$ cat src/rtl/msg_schedule_expander.sv
// msg_schedule_expander: sequential SHA-256/SHA-512 message-schedule generator (optional out_idx via SCHED_WIDX_EN)
module msg_schedule_expander #(
    parameter int WORD_W = 32,
    parameter int ROUNDS = 64
) (
    input  logic              clk,
    input  logic              rst_n,
    input  logic              start,
    input  logic              in_valid,
    output logic              in_ready,
    input  logic [WORD_W-1:0] in_word,
    output logic              out_valid,
    input  logic              out_ready,
    output logic [WORD_W-1:0] out_word,
    output logic              busy,
    output logic              done
`ifdef SCHED_WIDX_EN
    ,
    output logic [$clog2(ROUNDS)-1:0] out_idx
`endif
);
    localparam int T_W = $clog2(ROUNDS + 1);
    localparam bit WIDE = (WORD_W == 64);
    localparam int S0A = WIDE ? 1 : 7;
    localparam int S0B = WIDE ? 8 : 18;
    localparam int S0C = WIDE ? 7 : 3;
    localparam int S1A = WIDE ? 19 : 17;
    localparam int S1B = WIDE ? 61 : 19;
    localparam int S1C = WIDE ? 6 : 10;
    localparam logic [T_W-1:0] T_LOAD_END = T_W'(15);
    localparam logic [T_W-1:0] T_LAST = T_W'(ROUNDS - 1);

    typedef enum logic [1:0] {IDLE, LOAD, EXPAND} state_t;

    state_t            state, state_nx;
    logic [T_W-1:0]    t;
    logic [WORD_W-1:0] win [16];
    logic              adv, ld, step, push;
    logic [WORD_W-1:0] w_calc, w_nx;

    function automatic logic [WORD_W-1:0] rotr(input logic [WORD_W-1:0] x, input int n);
        return (x >> n) | (x << (WORD_W - n));
    endfunction

    function automatic logic [WORD_W-1:0] sig0(input logic [WORD_W-1:0] x);
        return rotr(x, S0A) ^ rotr(x, S0B) ^ (x >> S0C);
    endfunction

    function automatic logic [WORD_W-1:0] sig1(input logic [WORD_W-1:0] x);
        return rotr(x, S1A) ^ rotr(x, S1B) ^ (x >> S1C);
    endfunction

    assign adv      = !out_valid || out_ready;
    assign in_ready = (state == LOAD) && adv;
    assign busy     = (state != IDLE);
    assign ld       = in_valid && in_ready;
    assign step     = (state == EXPAND) && adv;
    assign push     = ld || step;
    assign w_calc   = sig1(win[14]) + win[9] + sig0(win[1]) + win[0];
    assign w_nx     = ld ? in_word : w_calc;

    // State register
    always_ff @(posedge clk or negedge rst_n) begin
        if (!rst_n) state <= IDLE;
        else        state <= state_nx;
    end

    // Next state: start only matters in IDLE; LOAD ends on the 16th word, EXPAND on the last
    always_comb begin
        state_nx = state;
        if (state == IDLE && start)        state_nx = LOAD;
        else if (ld && t == T_LOAD_END)    state_nx = EXPAND;
        else if (step && t == T_LAST)      state_nx = IDLE;
    end

    // Window, counter and registered output stage; a new word replaces the output slot whenever it frees
    always_ff @(posedge clk or negedge rst_n) begin
        if (!rst_n) begin
            t         <= '0;
            out_word  <= '0;
            out_valid <= 1'b0;
            done      <= 1'b0;
            for (int i = 0; i < 16; i++) win[i] <= '0;
`ifdef SCHED_WIDX_EN
            out_idx   <= '0;
`endif
        end else begin
            done <= step && t == T_LAST;
            if (state == IDLE && start) t <= '0;
            if (push) begin
                for (int i = 0; i < 15; i++) win[i] <= win[i+1];
                win[15]   <= w_nx;
                out_word  <= w_nx;
                out_valid <= 1'b1;
                t         <= t + T_W'(1);
`ifdef SCHED_WIDX_EN
                out_idx   <= t[$clog2(ROUNDS)-1:0];
`endif
            end else if (out_ready) begin
                out_valid <= 1'b0;
            end
        end
    end
endmodule

$ cat config.mk
export PLATFORM = sky130hd
export DESIGN_NAME = msg_schedule_expander
export DESIGN_NICKNAME = d
export VERILOG_FILES = /design/src/rtl/msg_schedule_expander.sv
export SDC_FILE = /design/constraint.sdc
export NUM_CORES = 1
export LEC_CHECK = 0
export CAP_MARGIN = 20
export CORE_UTILIZATION = 65
export CTS_BUF_LIST = sky130_fd_sc_hd__clkbuf_8 sky130_fd_sc_hd__clkbuf_16
export CTS_CLUSTER_DIAMETER = 200
export DETAILED_ROUTE_END_ITERATION = 6
export PLACE_DENSITY_LB_ADDON = 0.1
export SLEW_MARGIN = 20
export SYNTH_ARGS = -nofsm -noshare
export SYNTH_HDL_FRONTEND = slang
export SYNTH_SLANG_ARGS = --single-unit
$ cat constraint.sdc
create_clock -name clk -period 7.7 [get_ports clk]
set_input_delay 1.925 -clock clk [delete_from_list [all_inputs] [get_ports clk]]
set_output_delay 1.925 -clock clk [all_outputs]
set_load 0.01 [all_outputs]
==> reports/summary.txt, run 1 <==
# fillers: 2712
CTS Sinks: 523
post-synth top area share: 0.540
placed wire-length estimate: 37600 µm
Synth Area per Inst: 8.86 µm²
design area: 0.0267 mm²
CP Buf/Inv Count: 2
Yosys cell types: 58
GRT Total Usage: 0.318
WHS Path Cells: 2
final non-filler cell total: 3186
Netlist Area Pre-Place: 0.0242 mm²
Port Buffers: 72
Via density: 5.49
hold buffers post-CTS: 0
IO Pins: 73
Seq/Total Area, Yosys: 0.540
main area contributors after synthesis: dfrtp_1, nand2_1, fa_1
DR DRC count: 0
multi-input logic area: 0.00983 mm²
largest net degree at the start of global routing: 257
Synthesis Warnings: 0
placed cells: 3088
Worst path max stage delay: 0.55 ns
Net Count, Synth: 2866
TNS Setup: 0 ns
RSZ-0062 raised after global routing: no
die area: 0.0381 mm²
Tmin final: 5.32 ns
via count: 17500
Seq. cell area: 0.0131 mm²
Final Hold Vio Count: 0
CP Max Fanout: 5
Max Cap Violations: 0
FFs w/ async S/R, synth: 1.00
Yosys reg bits: 523
crit path capture type: primary output
Post-CTS Setup Inserts: 0
core area: 0.0366 mm²
R2R Path Start: win[52]
Critical-path top delay cell: clkdlybuf4s50_1
critical path class: in2out
first-pass detailed-route iteration total: 7
Synth Flop Type: dfrtp_1
Pins Over Slew Limit: 0
worst-margin pin slew: 1.08 ns
fmax: 188 MHz
clock skew after layout: 0.0351 ns
hold endpoint: win[123]
number of global-route vias before repair: 17400
area leader, netlist: dfrtp_1
Max clock buf depth: 3
clock root cell: clkbuf_16
relative slew slack: 0.281
antenna-violating nets left: 0
Cell Chain, Critical Path: clkdlybuf4s50_1 -> nand2b_1 -> and3_1 -> clkdlybuf4s50_1
Resized cells post-CTS: 0
chip width: 195 µm
antenna violations before repair: 0
# nets final: 2807
routability cong.: 0.971
HP Start: win[91]
FP Rows: 70
GR Overflow Total: 0
layout cells sized above 1: 0.0412
area growth from synthesis to layout: 10.3%
R2R Setup Slk: 3.16 ns
outcome: finished, final reports clean
DP Area: 0.0249 mm²
reg2reg path depth: 16
number of synthesized flops with an enable pin: 0
CP arrival: 3.39 ns
Fin Hold WS: 0.460 ns
r2r endpoint: out_word[19]
Final period util: 0.691
most used cell, CP: clkdlybuf4s50_1
CP Launch Type: input port
drt wl/cell: 18.0 µm
Initial DRC Count: 1390
Die Y: 195 µm
CTS tree: built
Max H-tree Level: 2
Worst path top cell family by delay: buffers and inverters
drt total wl: 57400 µm
Num CTS Buffers: 52
Data required, critical path: 5.78 ns
first-pass GRT wire length: 93900 µm
clk_lat worst skew: 0.61 ns
Cells after Synth: 2735
HP Class: reg2reg
Reg clk slew, reported paths: 0.07 ns
Final Setup Violations: 0
antenna cell count: 0
Starting Density: 0.662
per-layer routing:
metal  GRT usage  part of all wire  vias to the layer above
li1            -                 -                     8269
met2       0.481              0.45                      483
met1       0.465              0.45                     8627
met4       0.104             0.034                        0
met3      0.0653             0.060                      105
met5           0                 0                        -
through the flow:
step | setup WS [ns] | util
after floorplan | 3.45 | -
after global placement | 2.38 | 0.679
after detailed placement | 2.39 | 0.679
after CTS | 2.38 | 0.729
after global routing | 2.30 | 0.730
final | 2.38 | 0.730
state kept, by name, summed over array words and instances, names as in the netlist:
signal     count
state          2
t              7
done           1
out_valid      1
out_word      32
win          480
final cells by class:
type,count,area share
Sequential cell,523,0.489
Multi-Input combinational cell,1890,0.368
Clock buffer,63,0.0547
Timing Repair Buffer,85,0.0351
Tap cell,468,0.0219
Inverter,124,0.0174
Clock inverter,33,0.0138
worst register-to-register path, delay by kind of cell, from the launching register on:
| kind | cells | cell delay [ns] |
|---|---|---|
| xor+xnor | 3 | 0.71 |
| simple gates | 2 | 0.26 |
| compound gates | 5 | 1.39 |
| flops | 1 | 0.46 |
| buf+inv | 2 | 0.12 |
| fa+ha+maj | 4 | 1.45 |
logic make-up after synthesis:
| family | after synthesis | synth area share |
|---|---|---|
| AND/OR/NAND/NOR | 1404 | 0.223 |
| adder cells (fa/ha/maj) | 94 | 0.0677 |
| buffers and inverters | 322 | 0.0550 |
| XOR/XNOR | 145 | 0.0524 |
| flip-flops | 523 | 0.540 |
| AO/OA/AOI/OAI | 247 | 0.0614 |
Yosys cell counts, types with 3 or more instances:
cell,number
buf_4,32
nand3_1,13
o211ai_1,4
clkbuf_1,161
nand4_1,8
inv_1,124
nor2_1,28
xor2_1,51
a21o_1,15
dfrtp_1,523
buf_2,3
nor3_1,5
nor2b_1,5
nand2_1,1321
nand2b_1,4
a21oi_1,47
a22oi_1,15
xnor2_1,94
o21a_1,5
and3_1,5
o21ai_0,127
o21ai_1,4
a31oi_1,3
fa_1,62
ha_1,32
a211oi_1,3
worst max path at each step:
stage                   start        to  slack, ns  depth (start not counted)
finish              out_ready  in_ready       2.38                          4
global route        out_ready  in_ready       2.30                          4
CTS                 out_ready  in_ready       2.38                          4
detailed placement  out_ready  in_ready       2.39                          4
global placement    out_ready  in_ready       2.38                          4
floorplan           out_ready  in_ready       3.45                          2
layout by cell type (no fill, tap or decap), types with 4 or more instances in the layout:
cell type / synthesis / final
nand4_1: 8 / 8
a22oi_1: 15 / 15
nor3_1: 5 / 5
clkdlybuf4s50_1: 0 / 71
xnor2_1: 94 / 94
and3_1: 5 / 5
nand3_1: 13 / 13
nor2b_1: 5 / 5
buf_12: 0 / 6
bufinv_16: 0 / 7
ha_1: 32 / 32
xor2_1: 51 / 51
o211ai_1: 4 / 4
fa_1: 62 / 62
a21oi_1: 47 / 47
clkinv_2: 0 / 5
inv_1: 124 / 138
clkbuf_16: 0 / 53
o21ai_0: 127 / 127
buf_4: 32 / 5
nor2_1: 28 / 28
a21o_1: 15 / 15
clkbuf_8: 0 / 10
nand2_1: 1321 / 1321
o21a_1: 5 / 4
dfrtp_1: 523 / 523
nand2b_1: 4 / 4
Power of run 1 is left out: the tool's default activity adds up to more than one toggle a clock period on the data nets, which glitch-free logic cannot reach.
==> run 2: changes to the inputs <==
- CORE_UTILIZATION: 65 -> 62
- clock period: 7.7 -> 5.3 ns (I/O delays scaled with it)
==> run 2 against run 1 <==
  * Sequential share of layout area shrank 0.28 points
  * Non-clock buffer count up 8
  * First-iteration DRC count increased by 12%
  * Design area is 0.57% higher
  * Sequential cell count unchanged
  * Setup slack got worse by 1.5 ns
  * Hold slack about the same
  * Routed wire length grew 5.8%
  * Clock skew fell by 0.013 ns
  * Largest cell class unchanged
==> reports/summary.txt, run 2 (same netlist as run 1, synthesis figures left out) <==
antenna-violating nets left: 0 (unchanged)
Tmin final: 4.43 ns
CTS tree: built
CP Buf/Inv Count: 1 (-1)
critical path class: reg2reg
metal2 WL: 27500 µm (+5.5%)
Port Buffers: 72 (unchanged)
Pins Over Slew Limit: 0 (unchanged)
FP Rows: 72 (+2.9%)
Most flops, register: win
number of global-route vias before repair: 17200 (-1.3%)
Starting Density: 0.628 (-0.0334)
Max clock buf depth: 3 (unchanged)
max reg flops: 480 (unchanged)
Final Setup Violations: 0 (unchanged)
Critical Path Stages: 14 (+10)
Worst path top cell family by delay: compound AO/OA/AOI/OAI gates
commonest non-fill, non-tap cell in the layout: nand2_1
IO Pins: 73 (unchanged)
Max Cap Violations: 0 (unchanged)
die area: 0.0399 mm² (+4.8%)
routability cong.: 1.01 (+4.5%)
reg2reg path depth: 14 (-2)
most frequent cells in the layout: nand2_1, dfrtp_1, inv_1, o21ai_0, xnor2_1
WHS Path Cells: 2 (unchanged)
Cell Chain, Critical Path: xor2_1 -> xnor2_1 -> fa_1 -> fa_1 -> inv_1 -> ha_1 -> a21o_1 -> a31oi_1 -> o21ai_2 -> a221oi_4 -> a2111oi_4 -> a211oi_2 -> xor2_1 -> o21ai_1
Max Used Layer: met5
area growth from synthesis to layout: 11.0%
Reg clk slew, reported paths: 0.06 ns (about the same)
RSZ-0062 raised after global routing: no
Final period util: 0.836
clock skew after layout: 0.0222 ns (-0.0129 ns)
first-pass detailed-route iteration total: 5 (-2)
Max H-tree Level: 2 (unchanged)
TNS Setup: 0 ns (unchanged)
drt total wl: 60700 µm (+5.8%)
chip width: 200 µm (+2.4%)
# nets final: 2816 (+0.32%)
Worst path max stage delay: 0.58 ns (+0.03 ns)
relative slew slack: 0.309 (+0.0283)
CP Launch Type: flip-flop
DR DRC count: 0 (unchanged)
Resized cells post-CTS: 0 (unchanged)
Initial DRC Count: 1559 (+12%)
layout cells sized above 1: 0.0466 (+0.00535)
hold buffers post-CTS: 0 (unchanged)
Critical-path top delay cell: fa_1
Die Y: 200 µm (+2.4%)
Via density: 5.41 (-1.5%)
GRT Total Usage: 0.321 (+0.00318)
fmax: 226 MHz
core area: 0.0386 mm² (+5.3%)
via count: 17600 (+0.39%)
wire length on met3: 4000 µm (+16%)
worst-margin pin slew: 1.04 ns (-0.0424 ns)
CP arrival: 4.89 ns (+1.50 ns)
HP Class: reg2reg
first-pass GRT wire length: 96000 µm (+2.3%)
clock root cell: clkbuf_16
Final Hold Vio Count: 0 (unchanged)
placed wire-length estimate: 41600 µm (+11%)
Post-CTS Setup Inserts: 0 (unchanged)
Data required, critical path: 5.76 ns (-0.02 ns)
drt wl/cell: 18.7 µm (+3.8%)
CP Max Fanout: 7 (+2)
outcome: finished, final reports clean
crit path capture type: flip-flop
Num CTS Buffers: 53 (+1.9%)
GR Overflow Total: 0 (unchanged)
top flop regs: win: 480 flops, out_word: 32 flops, t: 7 flops
antenna violations before repair: 1 (+1)
clk_lat worst skew: 0.61 ns (about the same)
wl on met1: 27200 µm (+5.0%)
CTS Sinks: 523 (unchanged)
largest net degree at the start of global routing: 218 (-15%)
==> run 2: cell count changes in the layout (fill, tap and decap cells not counted), moves of 2 or more <==
cell,change
bufinv_16,-4
inv_1,-5
buf_16,-2
clkbuf_8,+8
clkinvlp_4,+2
clkinv_4,-3
clkinv_2,+2
buf_12,+5
buf_4,+5
==> run 2: area by class of cell <==
cell class              instances  area (µm²)
repair buffers                 93        1020
flip-flops and latches        523       13100
fillers                      3012       11700
well taps                     518         648
multi-input cells            1890        9830
clock buffers                  72        1600
inverters                     124         465
clock inverters                26         236
diodes                          1        2.50
==> run 2: layer usage <==
metal  GRT usage  vias up
met5           0        -
met4       0.114        2
met3      0.0719      102
met2       0.484      491
met1       0.460     8680
li1            -     8278
==> run 2: path summary, 6_finish.rpt <==
check | start | to | slack (ns)
min | win[155] | win[187] | 0.46
min reg2reg | win[155] | win[187] | 0.46
max | win[59] | out_word[26] | 0.87
max reg2reg | win[59] | out_word[26] | 0.87
min in group asynchronous | rst_n | win[464] | 0.81
max in group asynchronous | rst_n | win[493] | 3.33
==> run 2: metrics by stage <==
stage               hold WS (ns)  std cells   util  cell area (µm²)  setup WS, ns
floorplan                  0.439       2735      -            24200          1.36
global placement           0.443       3148  0.650            25100          1.04
detailed placement         0.450       3148  0.650            25100         0.923
CTS                        0.463       3246  0.697            26900         0.873
global route               0.482       3246  0.697            26900         0.676
finish                     0.460       3247  0.697            26900         0.867
==> run 2: worst reg2reg max path, stage by stage (launching register included) <==
cell       delay [ns]
dfrtp_1          0.46
xor2_1           0.22
xnor2_1          0.43
fa_1             0.58
fa_1             0.49
inv_1            0.07
ha_1             0.32
a21o_1           0.22
a31oi_1          0.17
o21ai_2          0.11
a221oi_4         0.47
a2111oi_4        0.14
a211oi_2         0.32
xor2_1           0.21
o21ai_1          0.07
Power of run 2 is left out for the same reason.
==> run 3: changes to the inputs <==
- clock period: 5.3 -> 4.3 ns (I/O delays scaled with it)
==> run 3 against run 2 <==
  * Global-route usage down 0.43 points
  * Critical path type unchanged
  * Design area up 0.89%
  * Largest cell class unchanged
  * Non-clock buffer count increased by 31
==> reports/summary.txt, run 3 (same netlist as run 1, synthesis figures left out) <==
Most flops, register: win
max reg flops: 480 (unchanged)
Final Hold Vio Count: 0 (unchanged)
largest net degree at the start of global routing: 210 (-3.7%)
final non-filler cell total: 3272 (+0.77%)
Final period util: 0.967 (+0.131)
Starting Density: 0.628 (unchanged)
via count: 17700 (+0.83%)
most frequent cells in the layout: nand2_1, dfrtp_1, inv_1, o21ai_0, xnor2_1
Tmin final: 4.16 ns (-0.274 ns)
Port Buffers: 72 (unchanged)
outcome: finished, final reports clean
Die Y: 200 µm (unchanged)
Reg clk slew, reported paths: 0.06 ns (about the same)
CP arrival: 4.69 ns (-0.20 ns)
Max clock buf depth: 3 (unchanged)
Initial DRC Count: 1328 (-15%)
design area: 0.0271 mm² (+0.89%)
CP Launch Type: flip-flop
Num CTS Buffers: 52 (-1.9%)
antenna violations before repair: 0 (-1)
die area: 0.0399 mm² (unchanged)
Final Setup Violations: 0 (unchanged)
antenna-violating nets left: 0 (unchanged)
area growth from synthesis to layout: 12.0%
CTS tree: built
antenna cell count: 0 (-1)
Data required, critical path: 4.83 ns (-0.93 ns)
drt wl/cell: 18.5 µm (-1.1%)
DR DRC count: 0 (unchanged)
relative slew slack: 0.407 (+0.0980)
first-pass GRT wire length: 95200 µm (-0.76%)
clk_lat worst skew: 0.61 ns (about the same)
FP Rows: 72 (unchanged)
chip width: 200 µm (unchanged)
top flop regs: win: 480 flops, out_word: 32 flops, t: 7 flops
Max H-tree Level: 2 (unchanged)
number of global-route vias before repair: 17100 (-0.12%)
hold buffers post-CTS: 0 (unchanged)
core area: 0.0386 mm² (unchanged)
Via density: 5.41 (about the same)
commonest non-fill, non-tap cell in the layout: nand2_1
IO Pins: 73 (unchanged)
GRT Total Usage: 0.317 (-0.00425)
GR Overflow Total: 0 (unchanged)
# nets final: 2846 (+1.1%)
layout cells sized above 1: 0.0599 (+0.0134)
placed cells: 3173 (+0.79%)
fmax: 240 MHz (+6.6%)
drt total wl: 60500 µm (-0.37%)
routability cong.: 0.935 (-7.9%)
clock skew after layout: 0.0204 ns (-0.00173 ns)
HP Class: reg2reg
Fin Hold WS: 0.460 ns (-0.0000810 ns)
Cell Chain, Critical Path: xor2_1 -> xnor2_1 -> fa_1 -> fa_1 -> inv_1 -> ha_1 -> a21o_1 -> nand4_1 -> a21boi_4 -> a221oi_4 -> a2111oi_4 -> a211oi_2 -> or4_1 -> nand4_1
Critical-path top delay cell: fa_1
placed wire-length estimate: 41600 µm (about the same)
first-pass detailed-route iteration total: 7 (+2)
crit path capture type: flip-flop
worst-margin pin slew: 0.890 ns (-0.147 ns)
critical path class: reg2reg
CP Max Fanout: 5 (-2)
Pins Over Slew Limit: 0 (unchanged)
clock root cell: clkbuf_16
Worst path max stage delay: 0.61 ns (+0.03 ns)
R2R Setup Slk: 0.14 ns (-0.73 ns)
DP Area: 0.0253 mm² (+0.85%)
Max Cap Violations: 0 (unchanged)
CTS Sinks: 523 (unchanged)
[run 3: cell type report]
type | count | area (µm²)
Sequential cell | 523 | 13100
Timing Repair Buffer | 124 | 1280
Clock inverter | 25 | 223
Clock buffer | 68 | 1520
Inverter | 124 | 465
Fill cell | 2918 | 11400
Multi-Input combinational cell | 1890 | 9900
Tap cell | 518 | 648
[run 3: path summary, 6_finish.rpt]
path | start | end | depth (start not counted)
setup / recovery | win[53] | out_word[30] | 14
hold / removal | win[122] | win[154] | 2
setup reg to reg | win[53] | out_word[30] | 14
hold reg to reg | win[122] | win[154] | 2
max in group asynchronous | rst_n | win[317] | 2
min in group asynchronous | rst_n | win[432] | 1
[run 3: per-layer routing]
layer / share of wire / GRT usage
met2: 0.46 / 0.488
met4: 0.029 / 0.110
met1: 0.45 / 0.459
met3: 0.058 / 0.0496
met5: 0 / 0
[run 3: metrics by stage]
step / util / worst slack [ns] / setup TNS (ns)
floorplan: - / 0.361 / 0
global placement: 0.655 / 0.0746 / 0
detailed placement: 0.655 / -0.0619 / -0.0619
CTS: 0.701 / 0.0278 / 0
global route: 0.704 / -0.0535 / -0.0620
finish: 0.704 / 0.141 / 0
[run 3: timing repair]
action,4_1_cts,5_1_grt
endpoints found under the hold margin,0,0
setup endpoints to repair,1,10
buffers inserted,0,6
pin swaps,1,15
resized for setup,1,16
[run 3: worst max-delay path, delay by kind of cell, from the launching register on]
| family | cells | cell delay, ns |
|---|---|---|
| DFF | 1 | 0.47 |
| buffers and inverters | 1 | 0.07 |
| adders and majority gates | 3 | 1.37 |
| AOI/OAI and AO/OA | 5 | 1.04 |
| xor gates and xnor gates | 2 | 0.41 |
| and+or+nand+nor | 3 | 0.72 |
Power of run 3 is left out for the same reason.
